**config.mk**
```make
export PLATFORM = sky130hd
export DESIGN_NAME = viterbi_hard_decoder
export DESIGN_NICKNAME = d
export VERILOG_FILES = /design/src/rtl/viterbi_hard_decoder.sv
export SDC_FILE = /design/constraint.sdc
export NUM_CORES = 1
export LEC_CHECK = 0
export ABC_CLOCK_PERIOD_IN_PS = 10100
export BUFFER_PORTS_ARGS = -buffer_cell sky130_fd_sc_hd__buf_4
export CAP_MARGIN = 25
export CORE_ASPECT_RATIO = 0.8
export CORE_MARGIN = 10
export CORE_UTILIZATION = 45
export CTS_CLUSTER_DIAMETER = 60
export CTS_CLUSTER_SIZE = 14
export DETAILED_ROUTE_END_ITERATION = 12
export PLACE_DENSITY_LB_ADDON = 0.2
export SLEW_MARGIN = 25
export SYNTH_ARGS = -nofsm -noshare
export SYNTH_HDL_FRONTEND = slang
export SYNTH_SLANG_ARGS = --single-unit
```
**constraint.sdc**
```tcl
create_clock -name clk -period 10.1 [get_ports clk]
set_clock_uncertainty 0.05 [all_clocks]
set_input_delay 1.01 -clock clk [delete_from_list [all_inputs] [get_ports clk]]
set_output_delay 1.01 -clock clk [all_outputs]
set_load 0.05 [all_outputs]
```
**src/rtl/viterbi_hard_decoder.sv**
```systemverilog
// viterbi_hard_decoder: hard-decision Viterbi decoder for a rate-1/2 convolutional code,
// with a circular survivor buffer, per-bit traceback and terminated-block flush.
module viterbi_hard_decoder #(
    parameter int K        = 3,
    parameter int G0       = 'o7,
    parameter int G1       = 'o5,
    parameter int TB_DEPTH = 15,
    parameter int PM_W     = 8
) (
    input  logic       clk,
    input  logic       rst_n,
    input  logic       in_valid,
    output logic       in_ready,
    input  logic [1:0] in_bits,
    input  logic       in_last,
    output logic       out_valid,
    input  logic       out_ready,
    output logic       out_bit
);
    localparam int NS = 1 << (K - 1);
    localparam int SW = K - 1;
    localparam int RW = $clog2(TB_DEPTH);
    localparam int FW = $clog2(TB_DEPTH + 1);
    localparam logic [K-1:0]    GA       = K'(G0);
    localparam logic [K-1:0]    GB       = K'(G1);
    localparam logic [PM_W-1:0] PM_INIT  = PM_W'(1) << (PM_W - 2);
    localparam logic [PM_W:0]   HALF     = (PM_W + 1)'(1) << (PM_W - 1);
    localparam logic [PM_W:0]   PM_MAX   = {1'b0, {PM_W{1'b1}}};
    localparam logic [RW-1:0]   LAST_ROW = RW'(TB_DEPTH - 1);
    localparam logic [FW-1:0]   DEPTH    = FW'(TB_DEPTH);

    typedef enum logic [1:0] {ACCEPT, TRACE, EMIT} state_t;

    state_t            state, state_nx;
    logic [PM_W-1:0]   pm     [NS];
    logic [PM_W-1:0]   pm_nx  [NS];
    logic [PM_W:0]     acs    [NS];
    logic [NS-1:0]     surv   [TB_DEPTH];
    logic [NS-1:0]     dec;
    logic [RW-1:0]     wr_ptr, tb_row, newest, row, row_prev;
    logic [FW-1:0]     fill, tb_cnt;
    logic              flushing, accept, emit_hs, last_step;
    logic [SW-1:0]     tb_state, best, cur, prev, sv, p0, p1;
    logic [PM_W-1:0]   best_pm;
    logic [PM_W:0]     m0, m1, acs_min, nrm;

    function automatic logic [1:0] bm(input logic [K-1:0] r, input logic [1:0] sym);
        return {1'b0, ^(r & GA) ^ sym[1]} + {1'b0, ^(r & GB) ^ sym[0]};
    endfunction

    // Add-compare-select; ties favour the b=0 predecessor, sums are one bit wider than PM
    always_comb begin
        acs_min = '1;
        dec     = '0;
        sv      = '0;
        p0      = '0;
        p1      = '0;
        m0      = '0;
        m1      = '0;
        nrm     = '0;
        for (int s = 0; s < NS; s++) begin
            sv     = SW'(s);
            p0     = {sv[SW-2:0], 1'b0};
            p1     = {sv[SW-2:0], 1'b1};
            m0     = {1'b0, pm[p0]} + {{(PM_W - 1){1'b0}}, bm({sv[SW-1], p0}, in_bits)};
            m1     = {1'b0, pm[p1]} + {{(PM_W - 1){1'b0}}, bm({sv[SW-1], p1}, in_bits)};
            dec[s] = m1 < m0;
            acs[s] = dec[s] ? m1 : m0;
            if (acs[s] < acs_min) acs_min = acs[s];
        end
        for (int s = 0; s < NS; s++) begin
            nrm      = (acs_min >= HALF) ? acs[s] - HALF : acs[s];
            pm_nx[s] = (nrm > PM_MAX) ? '1 : nrm[PM_W-1:0];
        end
    end

    always_comb begin
        best    = '0;
        best_pm = pm[0];
        for (int s = 1; s < NS; s++)
            if (pm[s] < best_pm) begin
                best_pm = pm[s];
                best    = SW'(s);
            end
    end

    // Traceback step: first TRACE cycle starts at the newest row, later cycles walk backwards
    always_comb begin
        newest    = (wr_ptr == '0) ? LAST_ROW : wr_ptr - 1'b1;
        cur       = (tb_cnt == '0) ? (flushing ? '0 : best) : tb_state;
        row       = (tb_cnt == '0) ? newest : tb_row;
        prev      = {cur[SW-2:0], surv[row][cur]};
        row_prev  = (row == '0) ? LAST_ROW : row - 1'b1;
        last_step = tb_cnt == fill - 1'b1;
        accept    = (state == ACCEPT) && in_valid;
        emit_hs   = (state == EMIT) && out_ready;
        in_ready  = state == ACCEPT;
        out_valid = state == EMIT;
    end

    always_comb begin
        state_nx = state;
        if (accept && (fill + 1'b1 == DEPTH || in_last)) state_nx = TRACE;
        if (state == TRACE && last_step) state_nx = EMIT;
        if (emit_hs) state_nx = (flushing && fill > FW'(1)) ? TRACE : ACCEPT;
    end

    always_ff @(posedge clk)
        if (accept) surv[wr_ptr] <= dec;

    always_ff @(posedge clk or negedge rst_n) begin
        if (!rst_n) begin
            state    <= ACCEPT;
            fill     <= '0;
            wr_ptr   <= '0;
            flushing <= 1'b0;
            tb_cnt   <= '0;
            tb_row   <= '0;
            tb_state <= '0;
            out_bit  <= 1'b0;
            for (int s = 0; s < NS; s++) pm[s] <= (s == 0) ? '0 : PM_INIT;
        end else begin
            state <= state_nx;
            if (accept) begin
                for (int s = 0; s < NS; s++) pm[s] <= pm_nx[s];
                wr_ptr   <= (wr_ptr == LAST_ROW) ? '0 : wr_ptr + 1'b1;
                fill     <= fill + 1'b1;
                flushing <= in_last;
            end
            if (state == TRACE) begin
                tb_state <= prev;
                tb_row   <= row_prev;
                tb_cnt   <= last_step ? '0 : tb_cnt + 1'b1;
                if (last_step) out_bit <= cur[SW-1];
            end
            if (emit_hs) begin
                fill <= fill - 1'b1;
                if (flushing && fill == FW'(1)) begin
                    flushing <= 1'b0;
                    for (int s = 0; s < NS; s++) pm[s] <= (s == 0) ? '0 : PM_INIT;
                end
            end
        end
    end
endmodule

```
==> metrics.cfg, run 1 <==
[outcome]
status = completed

[synthesis]
synth_ff_type = edfxtp_1
syn_avg_cell_area_um2 = 9.37
async_flop_share_pct = 47.4
yosys_warnings = 0
syn-num-nets = 1131
synth_cells = 1013
synth.distinct_cells = 82
synth-seq-cells = 114
ys_seq_area_share_pct = 33.2
synth_edf_count = 60
syn_area_um2 = 9500

[worst_setup_path]
cp_slowest_cell = ha_1
cp_slowest_stage_delay_ns = 0.34
cp-end-kind = register
cp_top_family = compound AO/OA/AOI/OAI gates
critPathMaxFanout = 10
cp_num_buf_inv = 5
cp_data_arrival_time_ns = 9.68
crit_top_cell = ha_1
critical_path_class = input port to register
required_ns = 10.36
cp-start-kind = input port

[die]
die_x_um = 182
io_pins = 10
start_util_pct = 45.9
dieHeight_um = 150
fp.dieArea_um2 = 27300
coreArea_um2 = 20700
rows = 47

[clocking]
clock-root-buffer = clkbuf_16
clk_latency_ns = 0.43
cts-htree-levels = 4
clock_path_buffers = 2
clock_sink_count = 114
numCtsBuffers = 17
cts_tree = built
clkSlewWorstSetupHoldPaths_ns = 0.06

[timing]
final_hold_viol_count = 0
fin_crit_ns = 9.42
tns_ns = 0
slew_violations = 0
fmax_mhz = 106
finalSetupViolCount = 0
fin_crit_sh_pct = 93.3
maxSlewHeadroom_pct = 49.1
worstMarginPinSlew_ns = 0.764

[place]
routabilityCongestion = 0.976
detailed_place_hpwl_um = 19700
numPortBuffers = 9

[detailed_routing]
drt_iter0_drc = 657
wire_per_inst_um = 19.4
drtAntennaViolNets = 0
vias_per_cell = 5.81
firstDrtPassIters = 6
routed_wl_um = 25800
drcViolationCount = 0
num_vias = 7720

[cells_and_area]
area_delta_synth_final_pct = 13.2
diodes = 0
nets = 1164
fillers = 1911
drive_gt1_share_pct = 15.9

[grt]
antenna_found_initial = 0
track_usage_pct = 19.0
grt_pass1_vias = 7384
grt_max_degree = 55
grt_pass1_wl_um = 41100
grt_overflow_total = 0

[worst_hold_path]
hp-class = register to register

[flow_run]
max_cap_violations = 0

worst min-delay path: cells and delay by family, from the launching register on:
| family | cells | cell delay [ns] |
|---|---|---|
| flip-flops | 1 | 0.35 |
| AO/OA/AOI/OAI | 1 | 0.06 |
| AND/OR/NAND/NOR | 1 | 0.05 |
final cells by class:
| cell class | count | area (um^2) | area share, % |
|---|---|---|---|
| Sequential cell | 114 | 3160 | 29.4 |
| Clock inverter | 15 | 160 | 1.49 |
| Inverter | 67 | 251 | 2.34 |
| Timing Repair Buffer | 57 | 440 | 4.10 |
| Clock buffer | 17 | 425 | 3.96 |
| Multi-Input combinational cell | 789 | 5970 | 55.6 |
| Tap cell | 269 | 337 | 3.13 |
cells in the mapped netlist (8+ instances only):
| cell type | instances | area (um^2) |
|---|---|---|
| a211oi_1 | 8 | 60.1 |
| a21o_1 | 24 | 180 |
| a21oi_1 | 78 | 390 |
| a31oi_1 | 9 | 56.3 |
| and2_1 | 16 | 100 |
| clkbuf_1 | 33 | 124 |
| dfrtp_1 | 51 | 1280 |
| edfxtp_1 | 60 | 1800 |
| ha_1 | 107 | 1340 |
| inv_1 | 65 | 244 |
| mux2_2 | 12 | 135 |
| mux2i_1 | 27 | 270 |
| mux4_2 | 12 | 270 |
| nand2_1 | 90 | 338 |
| nand2b_1 | 11 | 68.8 |
| nand3_1 | 24 | 120 |
| nand4_1 | 13 | 81.3 |
| nor2_1 | 69 | 259 |
| nor2b_1 | 12 | 75.1 |
| nor3_1 | 12 | 60.1 |
| o21ai_0 | 85 | 425 |
| o21ai_1 | 9 | 45.0 |
| xnor2_1 | 35 | 307 |
| xor2_1 | 28 | 245 |
cell usage in the layout, fill, tap and decap left out, drive strengths merged, types with 4 or more instances in the layout:
cell	instances
a21o	24
and4	5
a21oi	85
buf	57
o211ai	5
nand2	91
o21ai	97
xnor2	38
edfxtp	60
a21boi	4
a41oi	6
ha	107
nor3	12
clkbuf	17
mux4	12
clkinv	4
and2	16
fa	4
nor2b	13
o31ai	7
nand4	13
and3	7
a31oi	9
o21bai	4
dfrtp	51
nor2	72
inv	75
xor2	29
mux2	12
nand3	24
a22oi	4
o21a	5
a211oi	8
mux2i	29
nand2b	11
or3	4
what timing repair did:
item                                   in CTS  in global routing
resized for setup                           0                 18
setup endpoints to repair                   0                 31
endpoints found under the hold margin       0                  0
hold buffers                                0                  0
buffers inserted                            0                  0
path summary, 6_finish.rpt:
check                                          endpoint  slack [ns]                    start  cells past startpoint
worst max-delay path                   pm[27]$_DFF_PN0_        0.68               in_bits[0]                     46
worst min-delay path            tb_state[0]$_DFFE_PN0N_        0.45  tb_state[0]$_DFFE_PN0N_                      2
worst max register to register         pm[27]$_DFF_PN0_        1.15         pm[25]$_DFF_PN0_                     44
worst min register to register  tb_state[0]$_DFFE_PN0N_        0.45  tb_state[0]$_DFFE_PN0N_                      2
max in group asynchronous               pm[4]$_DFF_PN0_        8.88                    rst_n                      1
min in group asynchronous         tb_row[3]$_DFFE_PN0N_        0.59                    rst_n                      1
state kept, by name, summed over array words and instances, names as in the netlist:
signal,flops
tb_state,2
flushing,1
wr_ptr,4
fill,4
pm,32
out_bit,1
surv,60
tb_cnt,4
state,2
tb_row,4
per-layer routing:
metal | track usage [%] | vias up | share of wire (%)
li1 | - | 3748 | -
met1 | 28.1 | 3670 | 49
met2 | 26.9 | 272 | 42
met3 | 4.42 | 30 | 8.4
met4 | 5.44 | 0 | 1.6
met5 | 0 | - | 0
logic make-up (layout without fill, tap and decap cells):
family / count (synthesis) / count (layout) / synth area share [%]
AOI/OAI and AO/OA: 282 / 282 / 19.0
DFF: 114 / 114 / 33.2
xor gates and xnor gates: 67 / 67 / 6.73
and+or+nand+nor: 276 / 276 / 13.9
adders and majority gates: 111 / 111 / 14.9
buffers and inverters: 110 / 156 / 4.57
muxes: 53 / 53 / 7.59
through the flow:
step	setup slack, ns	cell area, um^2	util, %	hold WS [ns]	instances
after floorplan	0.170	9500	-	0.400	1013
after global placement	0.233	10100	48.8	0.432	1296
after detailed placement	-0.0177	10100	48.8	0.424	1296
after CTS	0.338	10700	51.6	0.441	1328
after global routing	-0.0392	10700	51.9	0.468	1328
final	0.676	10700	51.9	0.445	1328
Power of run 1 is left out: the tool's default activity adds up to more than one toggle a clock period on the data nets, which glitch-free logic cannot reach.
==> run 2: changes to the inputs <==
--- a/config.mk
+++ b/config.mk
@@ -8,12 +8,15 @@
 export ABC_CLOCK_PERIOD_IN_PS = 10100
 export BUFFER_PORTS_ARGS = -buffer_cell sky130_fd_sc_hd__buf_4
 export CAP_MARGIN = 25
+export CELL_PAD_IN_SITES_DETAIL_PLACEMENT = 0
+export CELL_PAD_IN_SITES_GLOBAL_PLACEMENT = 2
 export CORE_ASPECT_RATIO = 0.8
 export CORE_MARGIN = 10
-export CORE_UTILIZATION = 45
+export CORE_UTILIZATION = 42
 export CTS_CLUSTER_DIAMETER = 60
 export CTS_CLUSTER_SIZE = 14
 export DETAILED_ROUTE_END_ITERATION = 12
+export GPL_ROUTABILITY_DRIVEN = 0
 export PLACE_DENSITY_LB_ADDON = 0.2
 export SLEW_MARGIN = 25
 export SYNTH_ARGS = -nofsm -noshare
==> run 2 against run 1 <==
Utilization is 2.9 points lower. Routed wire length is 6.9% higher. Maximum frequency is 0.13% lower. Worst hold slack worse by 0.016 ns. Via count is 0.96% lower. Largest cell class unchanged. Setup slack worse by 0.013 ns. Count of clock-buffer cells in the layout stayed put. Global-route usage is 0.11 points higher. Critical path depth is 1 higher. Final cell count is 4.3% higher. Register-to-register slack better by 0.15 ns.
==> metrics.cfg, run 2 (same netlist as run 1, synthesis figures left out) <==
[clocking]
clock-root-buffer = clkbuf_16
clock_path_buffers = 2  ; unchanged
numCtsBuffers = 17  ; unchanged
clk_latency_ns = 0.43  ; about the same
cts_tree = built
clkSlewWorstSetupHoldPaths_ns = 0.06  ; about the same
cts-htree-levels = 4  ; unchanged
clock_sink_count = 114  ; unchanged

[die]
rows = 49  ; +4.3%
io_pins = 10  ; unchanged
start_util_pct = 42.4  ; -3.4 points
die_x_um = 188  ; +3.1%
dieHeight_um = 154  ; +3.0%
coreArea_um2 = 22400  ; +8.1%
fp.dieArea_um2 = 29100  ; +6.3%

[grt]
track_usage_pct = 19.1  ; +0.11 points
grt_max_degree = 55  ; unchanged
grt_pass1_wl_um = 43700  ; +6.3%
antenna_found_initial = 0  ; unchanged
grt_overflow_total = 0  ; unchanged
grt_pass1_vias = 7398  ; +0.19%

[worst_setup_path]
cp_slowest_stage_delay_ns = 0.46  ; +0.12 ns
critPathMaxFanout = 9  ; -1
critical_path_class = input port to register
cp_slowest_cell = fa_1
cp-end-kind = register
cp-start-kind = input port
required_ns = 10.36  ; about the same
cp_data_arrival_time_ns = 9.69  ; about the same

[detailed_routing]
num_vias = 7646  ; -0.96%
wire_per_inst_um = 19.9  ; +2.5%
drt_iter0_drc = 616  ; -6.2%
drcViolationCount = 0  ; unchanged
vias_per_cell = 5.52  ; -5.0%
routed_wl_um = 27500  ; +6.9%
firstDrtPassIters = 5  ; -1
drtAntennaViolNets = 0  ; unchanged

[worst_hold_path]
hp-class = register to register

[timing]
rsz0062_at_grt = no
fmax_mhz = 106  ; -0.13%
fin_crit_sh_pct = 93.4  ; +0.12 points
fin_crit_ns = 9.44  ; +0.0125 ns
worstMarginPinSlew_ns = 0.835  ; +0.0714 ns
whs_ns = 0.429  ; -0.0158 ns
finalSetupViolCount = 0  ; unchanged
slew_violations = 0  ; unchanged
final_hold_viol_count = 0  ; unchanged
maxSlewHeadroom_pct = 44.3  ; -4.8 points

[place]
detailed_place_hpwl_um = 20900  ; +6.1%
placed_cell_area_um2 = 10300  ; +1.7%
numPortBuffers = 9  ; unchanged

[cells_and_area]
largest_register_ffs = 60  ; unchanged
diodes = 0  ; unchanged
area_delta_synth_final_pct = 15.4
drive_gt1_share_pct = 17.3  ; +1.5 points
mostFrequentLayoutCells = ha_1, nand2_1, o21ai_0
largest_register = surv
nets = 1184  ; +1.7%
final_common_cell = ha_1
stdcell_area_um2 = 11000  ; +2.0%
largestRegisters = surv: 60 flops, pm: 32 flops
fillers = 2134  ; +12%

[flow_run]
max_cap_violations = 0  ; unchanged

[outcome]
status = completed

-- run 2: changes by cell type in the layout (fill, tap and decap cells not counted), sizes merged --
cell,delta
buf,+20
clkinv,+3
clkinvlp,-2
inv,-2
bufinv,+1
-- run 2: worst paths after layout --
path	startpoint	end	slack, ns	cells after the start
hold / removal	tb_row[2]$_DFFE_PN0N_	tb_row[2]$_DFFE_PN0N_	0.43	1
setup / recovery	in_bits[0]	pm[25]$_DFF_PN0_	0.66	47
max in group asynchronous	rst_n	fill[3]$_DFFE_PN0P_	8.88	1
hold reg to reg	tb_row[2]$_DFFE_PN0N_	tb_row[2]$_DFFE_PN0N_	0.43	1
setup reg to reg	pm[24]$_DFF_PN0_	pm[25]$_DFF_PN0_	1.30	44
min in group asynchronous	rst_n	pm[3]$_DFF_PN0_	0.58	1
-- run 2: critical path, delay by kind of cell --
| kind | cells | cell delay [ns] |
|---|---|---|
| AOI/OAI and AO/OA | 21 | 3.58 |
| xor gates and xnor gates | 1 | 0.21 |
| adders and majority gates | 7 | 2.15 |
| buffers and inverters | 6 | 0.74 |
| muxes | 4 | 1.03 |
| and+or+nand+nor | 8 | 0.93 |
-- run 2: cell type report --
type	instances	area (um^2)	area share, %
timing repair buffer	77	591	5.39
tap	306	383	3.49
clock inverter	15	169	1.54
multi-input combinational	789	5980	54.6
clock buffer	17	425	3.88
sequential	114	3160	28.8
inverter	67	251	2.30
-- run 2: through the flow --
step                      cells  worst slack, ns  setup TNS [ns]  utilization (%)
final                      1385            0.663               0             49.0
after global routing       1385           0.0156               0             49.0
after CTS                  1384            0.119               0             48.6
after detailed placement   1352           -0.309           -6.00             45.9
after global placement     1352           -0.235           -4.41             45.9
after floorplan            1013            0.170               0                -
-- run 2: repair_timing --
item,4_1_cts,5_1_grt
setup endpoints to repair,0,32
hold buffers,0,0
setup buffers,0,1
resized for setup,0,18
-- run 2: layer usage --
metal,share of wire [%],up-vias,track usage [%]
met4,1.0,0,4.60
met5,0,-,0
met2,42,159,27.8
met1,53,3687,29.1
met3,4.3,19,2.56
li1,-,3781,-
Power of run 2 is left out for the same reason.
==> run 3: changes to the inputs <==
--- a/config.mk
+++ b/config.mk
@@ -5,16 +5,17 @@
 export SDC_FILE = /design/constraint.sdc
 export NUM_CORES = 1
 export LEC_CHECK = 0
-export ABC_CLOCK_PERIOD_IN_PS = 10100
+export ABC_CLOCK_PERIOD_IN_PS = 7600
 export BUFFER_PORTS_ARGS = -buffer_cell sky130_fd_sc_hd__buf_4
 export CAP_MARGIN = 25
 export CELL_PAD_IN_SITES_DETAIL_PLACEMENT = 0
 export CELL_PAD_IN_SITES_GLOBAL_PLACEMENT = 2
 export CORE_ASPECT_RATIO = 0.8
 export CORE_MARGIN = 10
-export CORE_UTILIZATION = 42
+export CORE_UTILIZATION = 39
+export CTS_BUF_LIST = sky130_fd_sc_hd__clkbuf_4 sky130_fd_sc_hd__clkbuf_8
 export CTS_CLUSTER_DIAMETER = 60
-export CTS_CLUSTER_SIZE = 14
+export CTS_CLUSTER_SIZE = 40
 export DETAILED_ROUTE_END_ITERATION = 12
 export GPL_ROUTABILITY_DRIVEN = 0
 export PLACE_DENSITY_LB_ADDON = 0.2
==> constraint.sdc (replaced) <==
create_clock -name clk -period 7.6 [get_ports clk]
set_clock_uncertainty 0.05 [all_clocks]
set_input_delay 0.76 -clock clk [delete_from_list [all_inputs] [get_ports clk]]
set_output_delay 0.76 -clock clk [all_outputs]
set_load 0.05 [all_outputs]
==> run 3 against run 2 <==
The flow now finishes with violations (setup timing). Register-to-register slack worse by 2.1 ns. Final cell count grew 16%. First-iteration DRC count increased by 12%. Setup slack lost 1.7 ns. Flip-flop and latch count unchanged.
==> metrics.cfg, run 3 (same netlist as run 1, synthesis figures left out) <==
[outcome]
status = complete, but fails checks
violations = setup timing

[die]
io_pins = 10  ; unchanged
fp.dieArea_um2 = 31000  ; +6.8%
rows = 50  ; +2.0%
coreArea_um2 = 23600  ; +5.7%
dieHeight_um = 160  ; +3.3%
die_x_um = 194  ; +3.4%
start_util_pct = 40.2  ; -2.3 points

[cells_and_area]
diodes = 0  ; unchanged
area_delta_synth_final_pct = 37.1
mostFrequentLayoutCells = buf_4, ha_1, nand2_1
largest_register_ffs = 60  ; unchanged
largestRegisters = surv: 60 flops, pm: 32 flops
nets = 1401  ; +18%
stdcell_area_um2 = 13000  ; +19%
drive_gt1_share_pct = 37.7  ; +20 points
largest_register = surv
final_common_cell = buf_4

[worst_setup_path]
cp_slowest_stage_delay_ns = 0.34  ; -0.12 ns
required_ns = 7.84  ; -2.52 ns
critPathLaunch = in_bits[0]
cp_top_family = compound AO/OA/AOI/OAI gates
cp_data_arrival_time_ns = 8.89  ; -0.80 ns
crit_cells = 47  ; unchanged
r2r_end = pm[21]$_DFF_PN0_
cp_slowest_cell = ha_1
cp-end-kind = register
cp_num_buf_inv = 6  ; unchanged
rrSetupSlack_ns = -0.75  ; -2.05 ns
critical_path_class = input port to register
critPathMaxFanout = 7  ; -2
reg2regPathDepth = 44  ; unchanged
endpoint = pm[21]$_DFF_PN0_
r2r_start = pm[25]$_DFF_PN0_
cp-start-kind = input port

[grt]
grt_pass1_vias = 8495  ; +15%
grt_pass1_wl_um = 48300  ; +11%
antenna_found_initial = 0  ; unchanged
track_usage_pct = 19.6  ; +0.43 points
grt_overflow_total = 0  ; unchanged
grt_max_degree = 55  ; unchanged

[timing]
worstMarginPinSlew_ns = 0.997  ; +0.162 ns
maxSlewHeadroom_pct = 33.5  ; -11 points
rsz0062_at_grt = yes
fin_crit_ns = 8.66
fmax_mhz = 116
worst_slack_ns = -1.06  ; -1.72 ns
final_hold_viol_count = 0  ; unchanged
finalSetupViolCount = 32  ; +32
fin_crit_sh_pct = 114
slew_violations = 0  ; unchanged

[flow_run]
max_cap_violations = 0  ; unchanged

[place]
placed_cell_area_um2 = 11800  ; +15%
numPortBuffers = 9  ; unchanged
detailed_place_hpwl_um = 23900  ; +14%

[clocking]
cts-htree-levels = 4  ; unchanged
clkSlewWorstSetupHoldPaths_ns = 0.08  ; +0.02 ns
clock_path_buffers = 2  ; unchanged
cts_tree = built
clk_latency_ns = 0.45  ; +0.02 ns
numCtsBuffers = 17  ; unchanged
clock_sink_count = 114  ; unchanged
clock-root-buffer = clkbuf_8
postCtsHoldBufs = 0  ; unchanged

[detailed_routing]
vias_per_cell = 5.31  ; -3.8%
drt_iter0_drc = 690  ; +12%
wire_per_inst_um = 19.0  ; -4.2%
drcViolationCount = 0  ; unchanged
routed_wl_um = 30600  ; +11%
drtAntennaViolNets = 0  ; unchanged
num_vias = 8541  ; +12%
firstDrtPassIters = 5  ; unchanged

[worst_hold_path]
hp-class = input port to async pin

-- run 3: what timing repair did --
| action | CTS | global route |
|---|---|---|
| endpoints found under the setup margin | 32 | 32 |
| pin swaps | 53 | 46 |
| setup buffers | 38 | 6 |
| resized for setup | 69 | 36 |
| hold endpoints to repair | 0 | 0 |
-- run 3: layout make-up --
cell class	instances	area, um^2
timing repair buffer	294	2280
fill	2168	10600
clock buffer	17	234
inverter	67	255
tap	312	390
multi-input combinational	789	6530
clock inverter	15	170
sequential	114	3160
-- run 3: worst min-delay path by stage --
stage | to | cells past startpoint
after floorplan | tb_row[1]$_DFFE_PN0N_ | 2
after global placement | tb_state[0]$_DFFE_PN0N_ | 2
after detailed placement | tb_state[0]$_DFFE_PN0N_ | 2
after CTS | pm[1]$_DFF_PN0_ | 1
after global routing | tb_row[3]$_DFFE_PN0N_ | 1
final | tb_row[3]$_DFFE_PN0N_ | 1
-- run 3: through the flow --
step | util [%] | hold WS, ns | TNS [ns] | setup slack, ns | cells
final | 55.0 | 0.334 | -31.12 | -1.06 | 1608
after global placement | 50.0 | 0.417 | -56.70 | -1.82 | 1536
after detailed placement | 50.0 | 0.426 | -57.18 | -1.84 | 1536
after global routing | 55.0 | 0.353 | -42.26 | -1.42 | 1608
after CTS | 54.2 | 0.333 | -26.09 | -0.897 | 1605
after floorplan | - | 0.400 | -33.90 | -1.21 | 1013
-- run 3: routing by layer --
layer	share of wire, %	GRT usage, %
met5	0	0
met4	1.0	3.70
met3	5.2	4.67
met2	42	28.2
met1	52	28.8
Power of run 3 is left out for the same reason.
